File: config.mk
export PLATFORM = sky130hd
export DESIGN_NAME = rand_pick
export DESIGN_NICKNAME = d
export VERILOG_FILES = /design/src/rtl/rand_pick_pkg.sv /design/src/rtl/rand_pick.sv
export SDC_FILE = /design/constraint.sdc
export NUM_CORES = 1
export LEC_CHECK = 0
export CAP_MARGIN = 20
export CELL_PAD_IN_SITES_DETAIL_PLACEMENT = 1
export CELL_PAD_IN_SITES_GLOBAL_PLACEMENT = 1
export CORE_ASPECT_RATIO = 0.7
export CORE_MARGIN = 3
export CORE_UTILIZATION = 34
export DETAILED_ROUTE_END_ITERATION = 16
export PLACE_DENSITY = 0.91
export SYNTH_ARGS = -nofsm -noshare
export SYNTH_HDL_FRONTEND = slang
export SYNTH_SLANG_ARGS = --single-unit
File: constraint.sdc
create_clock -name clk -period 3.84 [get_ports clk]
set_input_delay 0.768 -clock clk [delete_from_list [all_inputs] [get_ports clk]]
set_output_delay 0.768 -clock clk [all_outputs]
set_load 0.1 [all_outputs]
File: src/rtl/rand_pick_pkg.sv
// Shared types and helpers for the rand_pick uniform value picker.
// Holds the FSM state encoding and the PRNG XOR-fold function.
package rand_pkg;

  typedef enum logic [0:0] {
    IDLE   = 1'b0,
    SAMPLE = 1'b1
  } state_t;

  localparam int FOLD_W = 32;

  // XOR the two low k-bit slices of rnd together; bits at and above k are zero.
  function automatic logic [FOLD_W-1:0] fold_k(input logic [2*FOLD_W-1:0] rnd, input int k);
    logic [FOLD_W-1:0] f;
    f = '0;
    for (int i = 0; i < FOLD_W; i++) begin
      if (i < k) begin
        f[i] = rnd[i] ^ rnd[i+k];
      end else begin
        f[i] = 1'b0;
      end
    end
    return f;
  endfunction

endpackage

File: src/rtl/rand_pick.sv
// Rejection-sampling picker: turns a free-running PRNG word into one value in
// [0, RANGE) per request, optionally never repeating, with a bounded fallback.
module rand_pick
  import rand_pkg::*;
#(
  parameter int N         = 24,
  parameter int K         = 4,
  parameter int RANGE     = 10,
  parameter int NO_REPEAT = 1,
  parameter int MAX_TRIES = 16
) (
  input  logic         clk,
  input  logic         reset,
  input  logic [N-1:0] rnd_i,
  input  logic         req_i,
  output logic         busy_o,
  output logic         valid_o,
  output logic [K-1:0] value_o,
  output logic         fallback_o
);

  localparam int TW = $clog2(MAX_TRIES) + 1;
  // Range compares run at K+1 bits so RANGE = 2**K is representable.
  localparam logic [K:0]    RANGE_K1 = (K+1)'(RANGE);
  localparam logic [TW-1:0] LAST_TRY = TW'(MAX_TRIES - 1);

  state_t        state_r, state_nxt_s;
  logic [TW-1:0] tries_r, tries_nxt_s;
  logic [K-1:0]  last_r, last_nxt_s;
  logic          have_last_r, have_last_nxt_s;
  logic [K-1:0]  value_nxt_s;
  logic          valid_nxt_s, fallback_nxt_s;

  logic [K-1:0]  cand_s;
  logic [K:0]    last_inc_s;
  logic [K-1:0]  fb_val_s;
  logic          in_range_s, repeat_s, accept_s;

  assign busy_o = (state_r == SAMPLE);

  // Candidate extraction, accept decision and fallback value.
  always_comb begin
    cand_s     = K'(fold_k((2*FOLD_W)'(rnd_i), K));
    in_range_s = ({1'b0, cand_s} < RANGE_K1);
    repeat_s   = (NO_REPEAT != 0) && have_last_r && (cand_s == last_r);
    accept_s   = in_range_s && !repeat_s;
    last_inc_s = {1'b0, last_r} + (K+1)'(1);
    if (!have_last_r) begin
      fb_val_s = '0;
    end else if (last_inc_s == RANGE_K1) begin
      fb_val_s = '0;
    end else begin
      fb_val_s = last_inc_s[K-1:0];
    end
  end

  // Next-state and next-output logic.
  always_comb begin
    state_nxt_s     = state_r;
    tries_nxt_s     = tries_r;
    last_nxt_s      = last_r;
    have_last_nxt_s = have_last_r;
    value_nxt_s     = value_o;
    valid_nxt_s     = 1'b0;
    fallback_nxt_s  = 1'b0;
    case (state_r)
      IDLE: begin
        if (req_i) begin
          state_nxt_s = SAMPLE;
          tries_nxt_s = '0;
        end else begin
          state_nxt_s = IDLE;
        end
      end
      SAMPLE: begin
        if (accept_s) begin
          value_nxt_s     = cand_s;
          last_nxt_s      = cand_s;
          have_last_nxt_s = 1'b1;
          valid_nxt_s     = 1'b1;
          state_nxt_s     = IDLE;
        end else if (tries_r == LAST_TRY) begin
          value_nxt_s     = fb_val_s;
          last_nxt_s      = fb_val_s;
          have_last_nxt_s = 1'b1;
          valid_nxt_s     = 1'b1;
          fallback_nxt_s  = 1'b1;
          state_nxt_s     = IDLE;
        end else begin
          tries_nxt_s = tries_r + TW'(1);
        end
      end
      default: begin
        state_nxt_s = IDLE;
      end
    endcase
  end

  // State, history and registered outputs; reset also clears history.
  always_ff @(posedge clk) begin
    if (reset) begin
      state_r     <= IDLE;
      tries_r     <= '0;
      last_r      <= '0;
      have_last_r <= 1'b0;
      value_o     <= '0;
      valid_o     <= 1'b0;
      fallback_o  <= 1'b0;
    end else begin
      state_r     <= state_nxt_s;
      tries_r     <= tries_nxt_s;
      last_r      <= last_nxt_s;
      have_last_r <= have_last_nxt_s;
      value_o     <= value_nxt_s;
      valid_o     <= valid_nxt_s;
      fallback_o  <= fallback_nxt_s;
    end
  end

endmodule

==> results.cfg, run 1 <==
[yosys]
ys_types = 43
muxShareOfSynthArea_pct = 1.13
synth_flop_cell = dfxtp_1
synthArstFlopShare_pct = 0
synthSimpleGateAreaFrac_pct = 18.9
ys_seq_area_share_pct = 29.5
yosys_warnings = 0
yosysTopAreaCell = dfxtp_1
synth_area_um2 = 882
synth_cells = 94
yosys.area.top_type_share_pct = 29.5
synth-compound-area-share_pct = 25.0
ys_ff_latch = 13
synth_fp_nets = 125
avgSynthCellArea_um2 = 9.38
synthAdderAreaFrac_pct = 5.67
synth_edf_count = 0
synth_xor_area_share_pct = 12.9
synth_top_family_by_area = compound AO/OA/AOI/OAI gates
yosys-top-cells-area = dfxtp_1 (30%), ha_1 (5.7%), xor3_1 (5.4%)

[critical_path]
r2r_setup_slack_ps = 1500
crit_type = input port to register
arrival_ps = 2920
crit_family = simple AND/OR/NAND/NOR gates
required_ps = 3980
critPathMaxFanout = 8
crit_chain = clkdlybuf4s50_1, xor3_1, nor4b_4, a211oi_2, or2_1, o221a_1
end_kind = register
cp_slowest_cell = clkdlybuf4s50_1
max_stage_delay_ps = 520
path_buf_inv = 1
startpoint_type = input port

[global_routing]
busiest_layer = met2
use_met3_pct = 5.56
gr-total-overflow = 0
grt_max_degree = 13
grt_use_met1_pct = 21.7
grt_pass1_vias = 804
grt_pass1_wl_mm = 3.95
grt_use_met2_pct = 25.3
grt_util_all_layers_pct = 16.1
antenna_found_initial = 0

[detailed_routing]
post_drt_wl_per_cell_um = 15.9
ant_nets = 0
drc = 0
drtPass1Iterations = 4
vias = 767
drt-total-wl_mm = 2.29
vias_per_cell = 5.33
drtIter0Drc = 23

[clock_network]
clk_pin_slew_ps = 60
cts_buffers = 3
cts_tree = done
post-cts-setup-buffer-count = 0
cts_hold_buf = 0
clock_latency_ps = 240
root_buffer = clkbuf_8
clk_path_buf_depth = 2
cts_resized = 0
htreeDepth = 1
cts.sinks = 13

[timing]
fin_skew_ps = 1.88
finalCritPeriodShare_pct = 72.5
layout_min_cycle_time_ps = 2780
tightest_slew_ps = 976
hold_viol = 0
setup_tns_ps = 0
rsz0062_at_grt = false
drv_slew = 0
fmax_mhz = 359
setup_viol = 0
hold_ws_ps = 507
relSlewSlack_pct = 34.7

[floorplanning]
rows = 14
die_w_um = 66.9
pin_count = 34
core_area_um2 = 2290
dieArea_um2 = 3250
die_h_um = 48.6
initial_core_util_pct = 38.4

[placement]
place_inst = 140
portBuffers = 17
hpwl_mm = 1.74
routabilityCongestion = 0.786

[cells_and_area]
area_delta_synth_final_pct = 25.7
utilization_pct = 48.3
fill_cells = 266
n_antenna_cell = 0
final_common_cell = clkdlybuf4s50_1
final_nets = 144
mostFrequentLayoutCells = clkdlybuf4s50_1 (17), dfxtp_1 (13), a21oi_1 (9)
final_layout_size_suffix_gt1_share_pct = 8.04
layout.cells.non_filler = 144

[pwr]
leakagePower_nw = 0.430
powerDensity_nw_per_um2 = 367
power_mw = 0.406
ir_drop_mv = 0.257

[flow_run]
maxCapViolations = 0

[status]
status = completed

[worst_hold_path]
min_path_type = register to register
## worst min-delay path, stage by stage, from the launching register on
cell and delay (ps):
dfxtp_1 320, o211ai_1 80, a21oi_1 60
## layout make-up
| cell class | count | area, um2 | area share, % |
|---|---|---|---|
| clock buffer | 4 | 45.0 | 4.06 |
| inverter | 5 | 32.5 | 2.93 |
| multi-input combinational | 73 | 561 | 50.6 |
| sequential | 13 | 260 | 23.5 |
| tap | 32 | 40.0 | 3.61 |
| timing repair buffer | 17 | 170 | 15.3 |
## power by group
part           internal (mW)  switching, mW  total [mW]  leakage (nW)
clock                 0.0734         0.0496       0.123        0.0228
sequential             0.142         0.0107       0.153         0.106
combinational         0.0503         0.0804       0.131         0.302
## worst paths after layout
path / start / cells past startpoint / end
worst max-delay path: rnd_i[4] / 6 / last_r[1]
worst min-delay path: tries_r[3] / 2 / tries_r[3]
worst max register to register: last_r[0] / 5 / last_r[1]
worst min register to register: tries_r[3] / 2 / tries_r[3]
## per-stage QoR
stage	setup WS [ps]	area (um2)
3_3_place_gp	858	1060
6_report	1060	1110
3_5_place_dp	807	1060
4_1_cts	1060	1110
2_1_floorplan	975	882
5_1_grt	970	1110
## cells in the mapped netlist, types with 2 or more instances
library cell / n
a211oi_1: 2
a21oi_1: 9
dfxtp_1: 13
ha_1: 4
inv_1: 4
nand2_1: 6
nand3_1: 3
nand4_1: 2
nor2_1: 7
nor3_1: 2
o21ai_0: 2
o22ai_1: 2
o31ai_1: 3
or3_1: 2
xnor2_1: 2
xor2_1: 3
xor3_1: 2
## cell families after synthesis
family,count (synthesis)
muxes,1
DFF,13
buffers and inverters,8
and+or+nand+nor,29
AOI/OAI and AO/OA,31
xor gates and xnor gates,8
adders and majority gates,4
## routing by layer
metal / up-vias / share of wire (%)
met1: 352 / 48
met3: 2 / 6.6
met2: 22 / 45
met5: - / 0
met4: 0 / 0.35
li1: 391 / -
## flip-flops by register name, indices dropped and copies added (netlist names)
name / flops
valid_o: 1
busy_o: 1
have_last_r: 1
tries_r: 5
fallback_o: 1
last_r: 4
Note: power is estimated with default switching activity, not from simulation.
==> run 2: changes to the inputs <==
- CORE_UTILIZATION: 34 -> 31
- PLACE_DENSITY: 0.91 -> 0.85
- clock period: 3.84 -> 2.73 ns (I/O delays scaled with it)
==> run 2 against run 1 <==
Against the previous run: via count rose by 4.0%; core utilization fell by 4.8 points; highest routed layer unchanged; critical path type unchanged; count of clock-buffer cells in the layout fell by 1; global-route usage fell by 2.5 points; routed wire length fell by 2.4%; combinational power rose by 44%.
==> results.cfg, run 2 (synthesis gave the netlist of run 1 again) <==
[clock_network]
cts_hold_buf = 0
cts_resized = 0
clk_path_buf_depth = 2
htreeDepth = 1
cts_buffers = 3
cts_tree = done
post-cts-setup-buffer-count = 0
clk_pin_slew_ps = 60
root_buffer = clkbuf_8
clock_latency_ps = 250
cts.sinks = 13

[pwr]
ir_drop_mv = 0.375
leakagePower_nw = 0.467
powerDensity_nw_per_um2 = 515

[detailed_routing]
drc = 0
drt-total-wl_mm = 2.24
vias = 798
drtPass1Iterations = 4
vias_per_cell = 5.32
post_drt_wl_per_cell_um = 14.9
ant_nets = 0
drtIter0Drc = 32

[status]
status = completed

[timing]
relSlewSlack_pct = 69.3
tightest_slew_ps = 460
setup_ws_ps = 242
finalCritPeriodShare_pct = 91.1
fin_skew_ps = 2.24
setup_tns_ps = 0
fmax_mhz = 402
hold_viol = 0
setup_viol = 0
layout_min_cycle_time_ps = 2490
drv_slew = 0
rsz0062_at_grt = false

[cells_and_area]
layout.cells.non_filler = 150
top_regs = tries_r (5), last_r (4)
mostFrequentLayoutCells = dfxtp_1 (11), buf_4 (11), clkdlybuf4s50_1 (10)
area_delta_synth_final_pct = 27.8
final_nets = 148
top_register = tries_r
final_layout_size_suffix_gt1_share_pct = 19.8
n_antenna_cell = 0
largest_register_ffs = 5

[critical_path]
arrival_ps = 2660
cp_slowest_cell = clkdlybuf4s50_1
path_buf_inv = 1
required_ps = 2900
crit_family = simple AND/OR/NAND/NOR gates
crit_chain = clkdlybuf4s50_1, xor3_1, nor4b_4, a21oi_2, or4_1, a21oi_1
max_stage_delay_ps = 510
startpoint_type = input port
critPathMaxFanout = 7
end_kind = register
crit_type = input port to register

[floorplanning]
dieArea_um2 = 3530
die_h_um = 50.6
pin_count = 34
die_w_um = 69.8
rows = 15
initial_core_util_pct = 34.1
core_area_um2 = 2590

[global_routing]
grt_pass1_wl_mm = 3.72
gr-total-overflow = 0
grt_max_degree = 13
grt_pass1_vias = 789
antenna_found_initial = 0
grt_util_all_layers_pct = 13.6

[placement]
routabilityCongestion = 0.800
hpwl_mm = 1.79
portBuffers = 17
place_inst = 146
pre_cts_slack_ps = -23.3

[flow_run]
maxCapViolations = 0

[worst_hold_path]
min_path_type = register to register
[run 2: per-stage QoR]
stage               hold slack (ps)  instance area [um2]  power (mW)  utilization (%)
floorplan                       451                  885       0.353                -
global placement                476                 1080       0.402             41.7
CTS                             507                 1130       0.588             43.5
global route                    536                 1130       0.610             43.5
finish                          499                 1130       0.580             43.5
detailed placement              496                 1080       0.407             41.7
[run 2: path summary, 6_finish.rpt]
path / from / end / slack, ps / cells after the start
min: tries_r[1] / tries_r[1] / 500 / 2
max reg2reg: last_r[0] / tries_r[2] / 540 / 5
max: rnd_i[4] / tries_r[2] / 240 / 6
min reg2reg: tries_r[1] / tries_r[1] / 500 / 2
[run 2: layer usage]
metal  vias up  track usage, %  share of wire [%]
met4         0            1.91               0.49
met2        18            20.1                 42
met5         -               0                  0
li1        399               -                  -
met3         2            5.40                6.6
met1       379            19.0                 51
[run 2: area by class of cell]
class / count / area, um2
Clock buffer: 3 / 41.3
Clock inverter: 1 / 5.00
Fill cell: 300 / 1460
Inverter: 5 / 32.5
Multi-Input combinational cell: 73 / 561
Sequential cell: 13 / 263
Tap cell: 34 / 42.5
Timing Repair Buffer: 21 / 183
[run 2: power by group]
group          switching, mW  internal, mW  total (mW)
clock network         0.0768         0.101       0.178
logic                  0.114        0.0734       0.188
registers             0.0145         0.200       0.215
total                  0.206         0.375       0.580
[run 2: worst reg2reg max path: cells and delay by family (launching register included)]
family,cells,cell delay [ps]
xor gates and xnor gates,1,490
and+or+nand+nor,2,900
DFF,1,400
AOI/OAI and AO/OA,2,320
